`src/rtl/reg_file_if.sv`:
```
// reg_file_if: write/read port bundle between datapath stages and the register file
interface reg_file_if #(
  parameter int DATA_W = 16,
  parameter int ADDR_W = 4
);
  logic              we;
  logic [ADDR_W-1:0] waddr;
  logic [DATA_W-1:0] wdata;
  logic              rse;
  logic [ADDR_W-1:0] rsaddr;
  logic [DATA_W-1:0] rsdata;
  modport master (output we, waddr, wdata, rse, rsaddr, input rsdata);
  modport slave  (input we, waddr, wdata, rse, rsaddr, output rsdata);
endinterface

```
`src/rtl/reg_file.sv`:
```
// reg_file: 16x16 register file, one sync write port, one combinational read port with forwarding
module reg_file #(
  parameter int DATA_W = 16,
  parameter int ADDR_W = 4,
  parameter int NREGS  = 2**ADDR_W
) (
  input logic       clk,
  input logic       rst,
  reg_file_if.slave bus
);
  logic [DATA_W-1:0] regs [NREGS];
  // storage: async clear, single addressed write per edge; an unknown we never enables a write
  always_ff @(posedge clk or posedge rst)
    if (rst) regs <= '{default: '0};
    else if (bus.we) regs[bus.waddr] <= bus.wdata;
  // read: reset and disabled reads give zero, a same-address write is forwarded
  always_comb
    bus.rsdata = rst ? '0 :
                 !bus.rse ? '0 :
                 (bus.we && bus.rsaddr == bus.waddr) ? bus.wdata :
                 regs[bus.rsaddr];
endmodule

```
`src/flat_wrapper.sv`:
```
// flat-port wrapper written by rule: the top's interface ports become plain ports
module reg_file_flat 
#(
  parameter int DATA_W = 16,
  parameter int ADDR_W = 4,
  parameter int NREGS  = 2**ADDR_W
)
  (clk, rst, bus_we, bus_waddr, bus_wdata, bus_rse, bus_rsaddr, bus_rsdata);
  reg_file_if #(.DATA_W(DATA_W), .ADDR_W(ADDR_W)) bus_i ();
  input logic clk;
  input logic rst;
  input wire logic [$bits(bus_i.we)-1:0] bus_we;
  input wire logic [$bits(bus_i.waddr)-1:0] bus_waddr;
  input wire logic [$bits(bus_i.wdata)-1:0] bus_wdata;
  input wire logic [$bits(bus_i.rse)-1:0] bus_rse;
  input wire logic [$bits(bus_i.rsaddr)-1:0] bus_rsaddr;
  output wire logic [$bits(bus_i.rsdata)-1:0] bus_rsdata;
  assign bus_i.we = bus_we;
  assign bus_i.waddr = bus_waddr;
  assign bus_i.wdata = bus_wdata;
  assign bus_i.rse = bus_rse;
  assign bus_i.rsaddr = bus_rsaddr;
  assign bus_rsdata = bus_i.rsdata;
  reg_file #(.DATA_W(DATA_W), .ADDR_W(ADDR_W), .NREGS(NREGS)) u_core (.clk(clk), .rst(rst), .bus(bus_i));
endmodule
```
`config.mk`:
```
export PLATFORM = sky130hd
export DESIGN_NAME = reg_file_flat
export DESIGN_NICKNAME = d
export VERILOG_FILES = /design/src/rtl/reg_file_if.sv /design/src/rtl/reg_file.sv /design/src/flat_wrapper.sv
export SDC_FILE = /design/constraint.sdc
export NUM_CORES = 1
export LEC_CHECK = 0
export ABC_CLOCK_PERIOD_IN_PS = 14570
export CAP_MARGIN = 0
export CORE_UTILIZATION = 50
export DETAILED_ROUTE_END_ITERATION = 8
export MAX_ROUTING_LAYER = met4
export PLACE_DENSITY = 0.74
export SKIP_LAST_GASP = 1
export SLEW_MARGIN = 20
export SYNTH_ARGS = -nofsm -noshare
export SYNTH_HDL_FRONTEND = slang
export SYNTH_SLANG_ARGS = --single-unit
```
`constraint.sdc`:
```
create_clock -name clk -period 14.57 [get_ports clk]
set_input_delay 2.914 -clock clk [delete_from_list [all_inputs] [get_ports clk]]
set_output_delay 2.914 -clock clk [all_outputs]
set_load 0.05 [all_outputs]
```
Yosys cells after proc, flatten, opt, wreduce, memory -nomap -nowiden

Cells that the tools add are included.

$add $sub $neg: 0
$mul: 0
Div/mod/pow operators: 0
$lt $le $gt $ge: 3
Equality and inequality tests: 1
Shift operators: 0
Mux-type cells: 9
Bitwise logic cells: 2
Reductions and logical operators: 2

Operators by type and width:

| cell                 | count |
|---|---|
| $bwmux W256          | 1 |
| $mux W16             | 6 |
| $bmux W16 S4         | 1 |
| $demux W16 S4        | 1 |
| $ge A5 B5 Y1 const B | 2 |
| $not A4 Y5           | 2 |
| $lt A5 B1 Y1 const B | 1 |
| $eq A4 B4 Y1         | 1 |
| $logic_and A1 B1 Y1  | 2 |

Register bits: 256
Bits in latches: 0
Bits in writable memories: 0
ROM bits: 0
Bits of input ports: 28
Memories: 0

Longest topological paths before layout

Gate-level depths: netlist of run 1.

Depth after elaboration: 7
Mapped depth: 7
Depth with buffers taken out: 4

Worst setup path after synthesis of run 1

Ideal clock, no wire load.

Path type: in2out
From: input rst
To: output bus_rsdata[10]
Arrival time: 9766 ps
Required time: 11656 ps
Path slack: 1890 ps
Stages on the path: 5
Path buffers: 1
Cells stage by stage: inv_1 nand2_1 a31oi_1 buf_2 a22o_1

Cells in the longest elaborated chain, start to end: 1

RTL lines:

| item               | RTL line           | source |
|---|---|---|
| start: declaration | flat_wrapper.sv:11 | `input logic rst;` |
| $mux W16           | reg_file.sv:18     | `bus.rsdata = rst ? '0 :` |
| end: declaration   | flat_wrapper.sv:17 | `output wire logic [$bits(bus_i.rsdata)-1:0] bus_rsdata;` |

No other way between the ends.

Worst setup path after layout of run 1

From: input rst
To: output bus_rsdata[9]

Same word-level chain as after synthesis.

==> summary.txt, run 1 <==
Global route
  – Antenna violations before repair: 0
  – Grt total ovfl: 0
  – Largest net degree at the start of global routing: 111
  – All-layer global routing usage: 0.242
  – First-pass GRT wire length: 42.6 mm
  – Vias in the first global route: 7283

Routing
  – DR vias: 6704
  – ANT nets after route: 0
  – Wire length per cell: 24.7 um
  – DRT Pass-1 Iters: 5
  – DR iter-0 viols: 322
  – Final WL: 27.2 mm
  – DRC violations left: 0
  – DR vias/cell: 6.09

Finish
  – Max reg flops: 256
  – Top reg by flops: u_core.regs
  – Layout cells sized above 1: 0.482
  – Antenna Cells: 0
  – Area grow syn2layout: 12.9%
  – Final nets: 796
  – Top flop regs: u_core.regs (256)

STA
  – Final Hold Fails: 0
  – Fmax: 0.110 GHz
  – # setup viols final: 0
  – Hold slack: 0.493 ns
  – Final Critical Period: 9.07 ns
  – Worst-Margin Slew: 1.21 ns
  – Final WS setup: 5.50 ns
  – RSZ-0062 raised after global routing: false
  – Slew Limit Headroom: 0.192
  – Final period util: 0.623
  – Final slew viol count: 0
  – Fin Setup TNS: 0 ns
  – Clk_skew: 0 ns

Power and ir drop
  – Sw Share: 0.249
  – Power Density: 149 mW/mm^2
  – Power share of the clock group: 0.333
  – Pwr Total: 1.97 mW
  – Comb power frac: 0.181
  – Seq pwr share: 0.486
  – Internal power: 1.48 mW
  – NetSw: 0.491 mW
  – Worst VDD drop: 91.7 uV
  – Pleak: 5.64 nW

Worst setup path
  – Required time of the critical path: 11.66 ns
  – Worst R2R Setup Slack: 13.77 ns
  – Critical path launch point: rst
  – Kind of critical path: in2out
  – Reg2reg start: u_core.regs[196]
  – Slowest stage delay, CP: 0.83 ns
  – Critical path launch point type: input port
  – Critical Path AT: 6.16 ns
  – Crit-path max FO: 110
  – Slowest-stage cell, CP: clkdlybuf4s50_1
  – Critical Path Sink: bus_rsdata[9]
  – Critical Path Sink Type: output port
  – Cell breakdown of the critical path: clkdlybuf4s50_1 -> inv_8 -> nand2_1 -> a31oi_2 -> a22o_1 -> clkdlybuf4s50_1
  – FF-to-FF End: u_core.regs[196]
  – Most used cell, CP: clkdlybuf4s50_1
  – Reg2Reg Depth: 1

Placement
  – Placer Congestion: 0.824
  – Hpwl dp: 16.9 mm
  – DP Worst Slack: 5.46 ns
  – Port Buf Inserts: 43

Clock tree
  – Clock Tree Buf Depth: 3
  – CTS Hold Bufs: 0
  – CTS Buf Count: 26
  – CTS H-Tree Depth: 1
  – Clk_lat worst skew: 0.53 ns
  – Clock-pin slew on the worst setup and hold paths: 0.06 ns
  – TritonCTS clock tree: yes
  – Clock Sinks: 256
  – CTS resizes: 0
  – Post-CTS Setup Inserts: 0
  – Root Buffer: clkbuf_16

Synthesis
  – Top FF cell, synth: dfrtp_1
  – Synth cell count leaders: dfrtp_1 (256), mux2_2 (248), mux4_2 (56)
  – Leading area contributor after synthesis: dfrtp_1
  – Yosys warnings: 0
  – Average size of a mapped cell: 15.9 um^2
  – Count of cell types in the netlist: 28
  – Most repeated cell in the gate-level netlist after synthesis: dfrtp_1
  – Synth Register Bits: 256
  – Top cell type's share of synthesized area: 0.545
  – Syn nets: 767
  – Largest cells by area after synthesis: dfrtp_1 (55%), mux2_2 (24%), mux4_2 (11%)
  – Async set-or-reset flop fraction in the synthesized netlist: 1.00
  – Post-Synthesis Cells: 739
  – EDFF count, synth: 0
  – Netlist Area Pre-Place: 0.0118 mm^2
  – Sequential area share after synthesis: 0.545

Hold path
  – Worst min-delay path category: reg2reg

Floorplan
  – Die Span X: 155 um
  – Rows: 55
  – Core box area: 0.0228 mm^2
  – Die H: 155 um
  – Die Area: 0.0241 mm^2
  – IO Pins: 44
  – Initial Util: 0.514

Run
  – Max Cap Viol: 0

Outcome
  – Status: completed
[power groups by stage]
stage,combinational (mW),clock (mW),sequential [mW]
detailed placement,0.360,0,0.970
floorplan,0.291,0,0.938
finish,0.357,0.658,0.959
CTS,0.362,0.667,0.958
global placement,0.343,0,0.951
global route,0.385,0.694,0.978
[how the worst min path moves through the flow]
stage | start | end | slack [ns] | cells past startpoint
after detailed placement | u_core.regs[192] | u_core.regs[192] | 0.48 | 1
after global placement | u_core.regs[195] | u_core.regs[195] | 0.47 | 1
final | u_core.regs[195] | u_core.regs[195] | 0.49 | 1
after CTS | u_core.regs[195] | u_core.regs[195] | 0.49 | 1
after floorplan | u_core.regs[192] | u_core.regs[192] | 0.46 | 1
after global routing | u_core.regs[192] | u_core.regs[192] | 0.51 | 1
[kinds of logic after synthesis]
family	after synthesis	synth area share
simple gates	47	0.0214
xor+xnor	4	0.00298
flops	256	0.545
compound gates	49	0.0329
mux	320	0.371
buf+inv	63	0.0270
[area by class of cell]
type	count	area, um^2
Clock buffer	40	785
Sequential cell	256	6410
Inverter	1	11.3
Tap cell	313	392
Timing Repair Buffer	63	577
Fill cell	1756	9580
Multi-Input combinational cell	420	5040
Clock inverter	7	62.6
[through the flow]
step                      instance area [um^2]  cells   util
after detailed placement                 12400   1053  0.544
final                                    13300   1100  0.581
after global placement                   12400   1053  0.543
after global routing                     13300   1100  0.581
after floorplan                          11800    739      -
after CTS                                13300   1100  0.581
[placed cells by master, fill, tap and decap left out, drive strengths merged]
cell / instances
nand3: 1
nand2: 19
xnor2: 1
mux2: 256
clkinv: 5
clkdlybuf4s50: 41
nor3: 1
a31oi: 1
nor2b: 2
inv: 1
clkbuf: 40
and2: 1
and3: 1
mux4: 64
nand2b: 7
buf: 22
nor2: 11
a22oi: 32
nand3b: 2
and4b: 1
a22o: 16
xor2: 3
bufinv: 1
clkinvlp: 1
nor3b: 1
dfrtp: 256
[critical path: cells and delay by family]
kind	cells	cell delay, ns
buf+inv	3	1.86
simple gates	1	0.19
compound gates	2	1.12
[layer usage]
metal / global-route usage / part of all wire / vias up
met2: 0.417 / 0.53 / 159
met3: 0.0287 / 0.045 / 58
met1: 0.298 / 0.40 / 3641
met4: 0.0845 / 0.024 / 0
li1: - / - / 2846
met5: - / 0 / -
Note: power is estimated with default switching activity, not from simulation.
==> run 2, diff against run 1 <==
--- a/config.mk
+++ b/config.mk
@@ -5,7 +5,7 @@
 export SDC_FILE = /design/constraint.sdc
 export NUM_CORES = 1
 export LEC_CHECK = 0
-export ABC_CLOCK_PERIOD_IN_PS = 14570
+export ABC_CLOCK_PERIOD_IN_PS = 8400
 export CAP_MARGIN = 0
 export CORE_UTILIZATION = 50
 export DETAILED_ROUTE_END_ITERATION = 8
==> constraint.sdc (replaced) <==
create_clock -name clk -period 8.4 [get_ports clk]
set_input_delay 1.68 -clock clk [delete_from_list [all_inputs] [get_ports clk]]
set_output_delay 1.68 -clock clk [all_outputs]
set_load 0.05 [all_outputs]
==> summary.txt, run 2 (synthesized netlist as in run 1, its figures left out) <==
Outcome
  – Status: completed (unchanged)

Hold path
  – Worst min-delay path category: reg2reg (unchanged)
  – Worst Min Path Start: u_core.regs[196] (was u_core.regs[195])
  – WHS Path Cells: 1 (unchanged)

Placement
  – Placer Congestion: 0.807 (was 0.824)
  – Port Buf Inserts: 43 (unchanged)
  – Hpwl dp: 16.5 mm (was 16.9 mm)

STA
  – Worst-Margin Slew: 1.14 ns (was 1.21 ns)
  – Final slew viol count: 0 (unchanged)
  – Final Critical Period: 6.40 ns
  – Slew Limit Headroom: 0.243 (was 0.192)
  – Clk_skew: 0 ns (unchanged)
  – Final period util: 0.762
  – Fin Setup TNS: 0 ns (unchanged)
  – Hold slack: 0.493 ns (about the same)
  – Fmax: 0.156 GHz
  – RSZ-0062 raised after global routing: false (unchanged)
  – Final Hold Fails: 0 (unchanged)
  – # setup viols final: 0 (unchanged)

Clock tree
  – CTS H-Tree Depth: 1 (unchanged)
  – Clock Tree Buf Depth: 3 (unchanged)
  – Clock Sinks: 256 (unchanged)
  – Clk_lat worst skew: 0.52 ns (was 0.53 ns)
  – Post-CTS Setup Inserts: 0 (unchanged)
  – Clock-pin slew on the worst setup and hold paths: 0.06 ns (about the same)
  – TritonCTS clock tree: yes (unchanged)
  – Root Buffer: clkbuf_16 (unchanged)
  – CTS Hold Bufs: 0 (unchanged)
  – CTS Buf Count: 26 (unchanged)
  – CTS resizes: 0 (unchanged)

Worst setup path
  – Reg2reg start: u_core.regs[199] (was u_core.regs[196])
  – Slowest-stage cell, CP: clkdlybuf4s50_1 (unchanged)
  – Reg2Reg Depth: 1 (unchanged)
  – Required time of the critical path: 6.72 ns (was 11.66 ns)
  – Kind of critical path: in2out (unchanged)
  – Slowest stage delay, CP: 0.82 ns (was 0.83 ns)
  – Cell breakdown of the critical path: buf_2 -> xor2_1 -> nor3_1 -> and4b_1 -> a22o_1 -> clkdlybuf4s50_1 (was clkdlybuf4s50_1 -> inv_8 -> nand2_1 -> a31oi_2 -> a22o_1 -> clkdlybuf4s50_1)
  – Critical path launch point type: input port (unchanged)
  – Crit-path max FO: 31 (was 110)
  – Critical Path AT: 4.72 ns (was 6.16 ns)
  – Critical Path Sink Type: output port (unchanged)
  – Critical path launch point: bus_rsaddr[3] (was rst)

Routing
  – DR vias/cell: 6.03 (was 6.09)
  – DR vias: 6660 (was 6704)
  – DRT Pass-1 Iters: 4 (was 5)
  – DRC violations left: 0 (unchanged)
  – ANT nets after route: 0 (unchanged)
  – DR iter-0 viols: 445 (was 322)
  – Wire length per cell: 24.5 um (was 24.7 um)
  – Final WL: 27.1 mm (was 27.2 mm)

Global route
  – Grt total ovfl: 0 (unchanged)
  – Vias in the first global route: 7364 (was 7283)
  – Antenna violations before repair: 0 (unchanged)
  – First-pass GRT wire length: 42.8 mm (was 42.6 mm)
  – Largest net degree at the start of global routing: 177 (was 111)
  – All-layer global routing usage: 0.243 (was 0.242)

Floorplan
  – Die H: 155 um (unchanged)
  – Core box area: 0.0228 mm^2 (unchanged)
  – Rows: 55 (unchanged)
  – Die Area: 0.0241 mm^2 (unchanged)
  – IO Pins: 44 (unchanged)
  – Die Span X: 155 um (unchanged)
  – Initial Util: 0.514 (unchanged)

Power and ir drop
  – Pwr Total: 3.56 mW (was 1.97 mW)
  – Power Density: 265 mW/mm^2 (was 149 mW/mm^2)
  – Pleak: 5.72 nW (was 5.64 nW)
  – Worst VDD drop: 284 uV (was 91.7 uV)

Finish
  – Top reg by flops: u_core.regs (unchanged)
  – Top flop regs: u_core.regs (256) (unchanged)
  – Most frequent cells in the layout: dfrtp_1 (256), mux2_2 (248), mux4_2 (56), clkdlybuf4s50_1 (41), a22oi_1 (32) (unchanged)
  – Layout cells sized above 1: 0.486 (was 0.482)
  – Commonest non-fill, non-tap cell in the layout: dfrtp_1 (unchanged)
  – Area grow syn2layout: 14.3% (was 12.9%)
  – Max reg flops: 256 (unchanged)
  – Filler Cell Count: 1721 (was 1756)
  – Antenna Cells: 0 (unchanged)
  – Final nets: 800 (was 796)

Run
  – Max Cap Viol: 0 (unchanged)
==> run 2: cell types whose count changed in the layout (fill, tap and decap cells not counted) <==
cell,change
buf_12,+2
clkbuf_1,-2
inv_8,-1
nand2b_2,-1
bufinv_16,+5
buf_4,+2
nand2b_1,+1
clkbuf_8,-2
clkinv_2,+1
==> run 2: per-stage QoR <==
| step | utilization | instance area [um^2] | instances | setup slack, ns |
|---|---|---|---|---|
| after floorplan | - | 11800 | 739 | 0.223 |
| after global placement | 0.546 | 12500 | 1057 | 2.12 |
| after detailed placement | 0.546 | 12500 | 1057 | 2.05 |
| after CTS | 0.588 | 13400 | 1105 | 2.04 |
| after global routing | 0.588 | 13400 | 1105 | 1.88 |
| final | 0.588 | 13400 | 1105 | 2.00 |
==> run 2: worst paths after layout <==
check,end,slack (ns)
worst max-delay path,bus_rsdata[7],2.00
worst max register to register,u_core.regs[199],7.60
max in group asynchronous,u_core.regs[248],5.21
min in group asynchronous,u_core.regs[186],1.74
worst min-delay path,u_core.regs[196],0.49
worst min register to register,u_core.regs[196],0.49
==> run 2: critical path: cells and delay by family <==
| kind | cells | cell delay (ns) |
|---|---|---|
| and+or+nand+nor | 2 | 1.06 |
| buffers and inverters | 2 | 1.50 |
| xor gates and xnor gates | 1 | 0.13 |
| AOI/OAI and AO/OA | 1 | 0.32 |
==> run 2: final cells by class <==
cell class / instances / area, um^2 / share of cell area
clock buffers: 36 / 749 / 0.0558
clock inverters: 12 / 210 / 0.0157
inverters: 1 / 7.51 / 0.000559
multi-input cells: 420 / 5030 / 0.375
flip-flops and latches: 256 / 6410 / 0.477
well taps: 313 / 392 / 0.0292
repair buffers: 67 / 632 / 0.0470
==> run 2: where the power goes <==
group          internal [mW]  switching, mW
Combinational          0.383          0.241
Clock                  0.806          0.470
Sequential              1.52          0.144
==> run 2: layer usage <==
| metal | routed length [um] | track usage |
|---|---|---|
| met4 | 913 | 0.0943 |
| met3 | 1030 | 0.0340 |
| met1 | 11100 | 0.295 |
| met2 | 14100 | 0.415 |
| met5 | 0 | - |
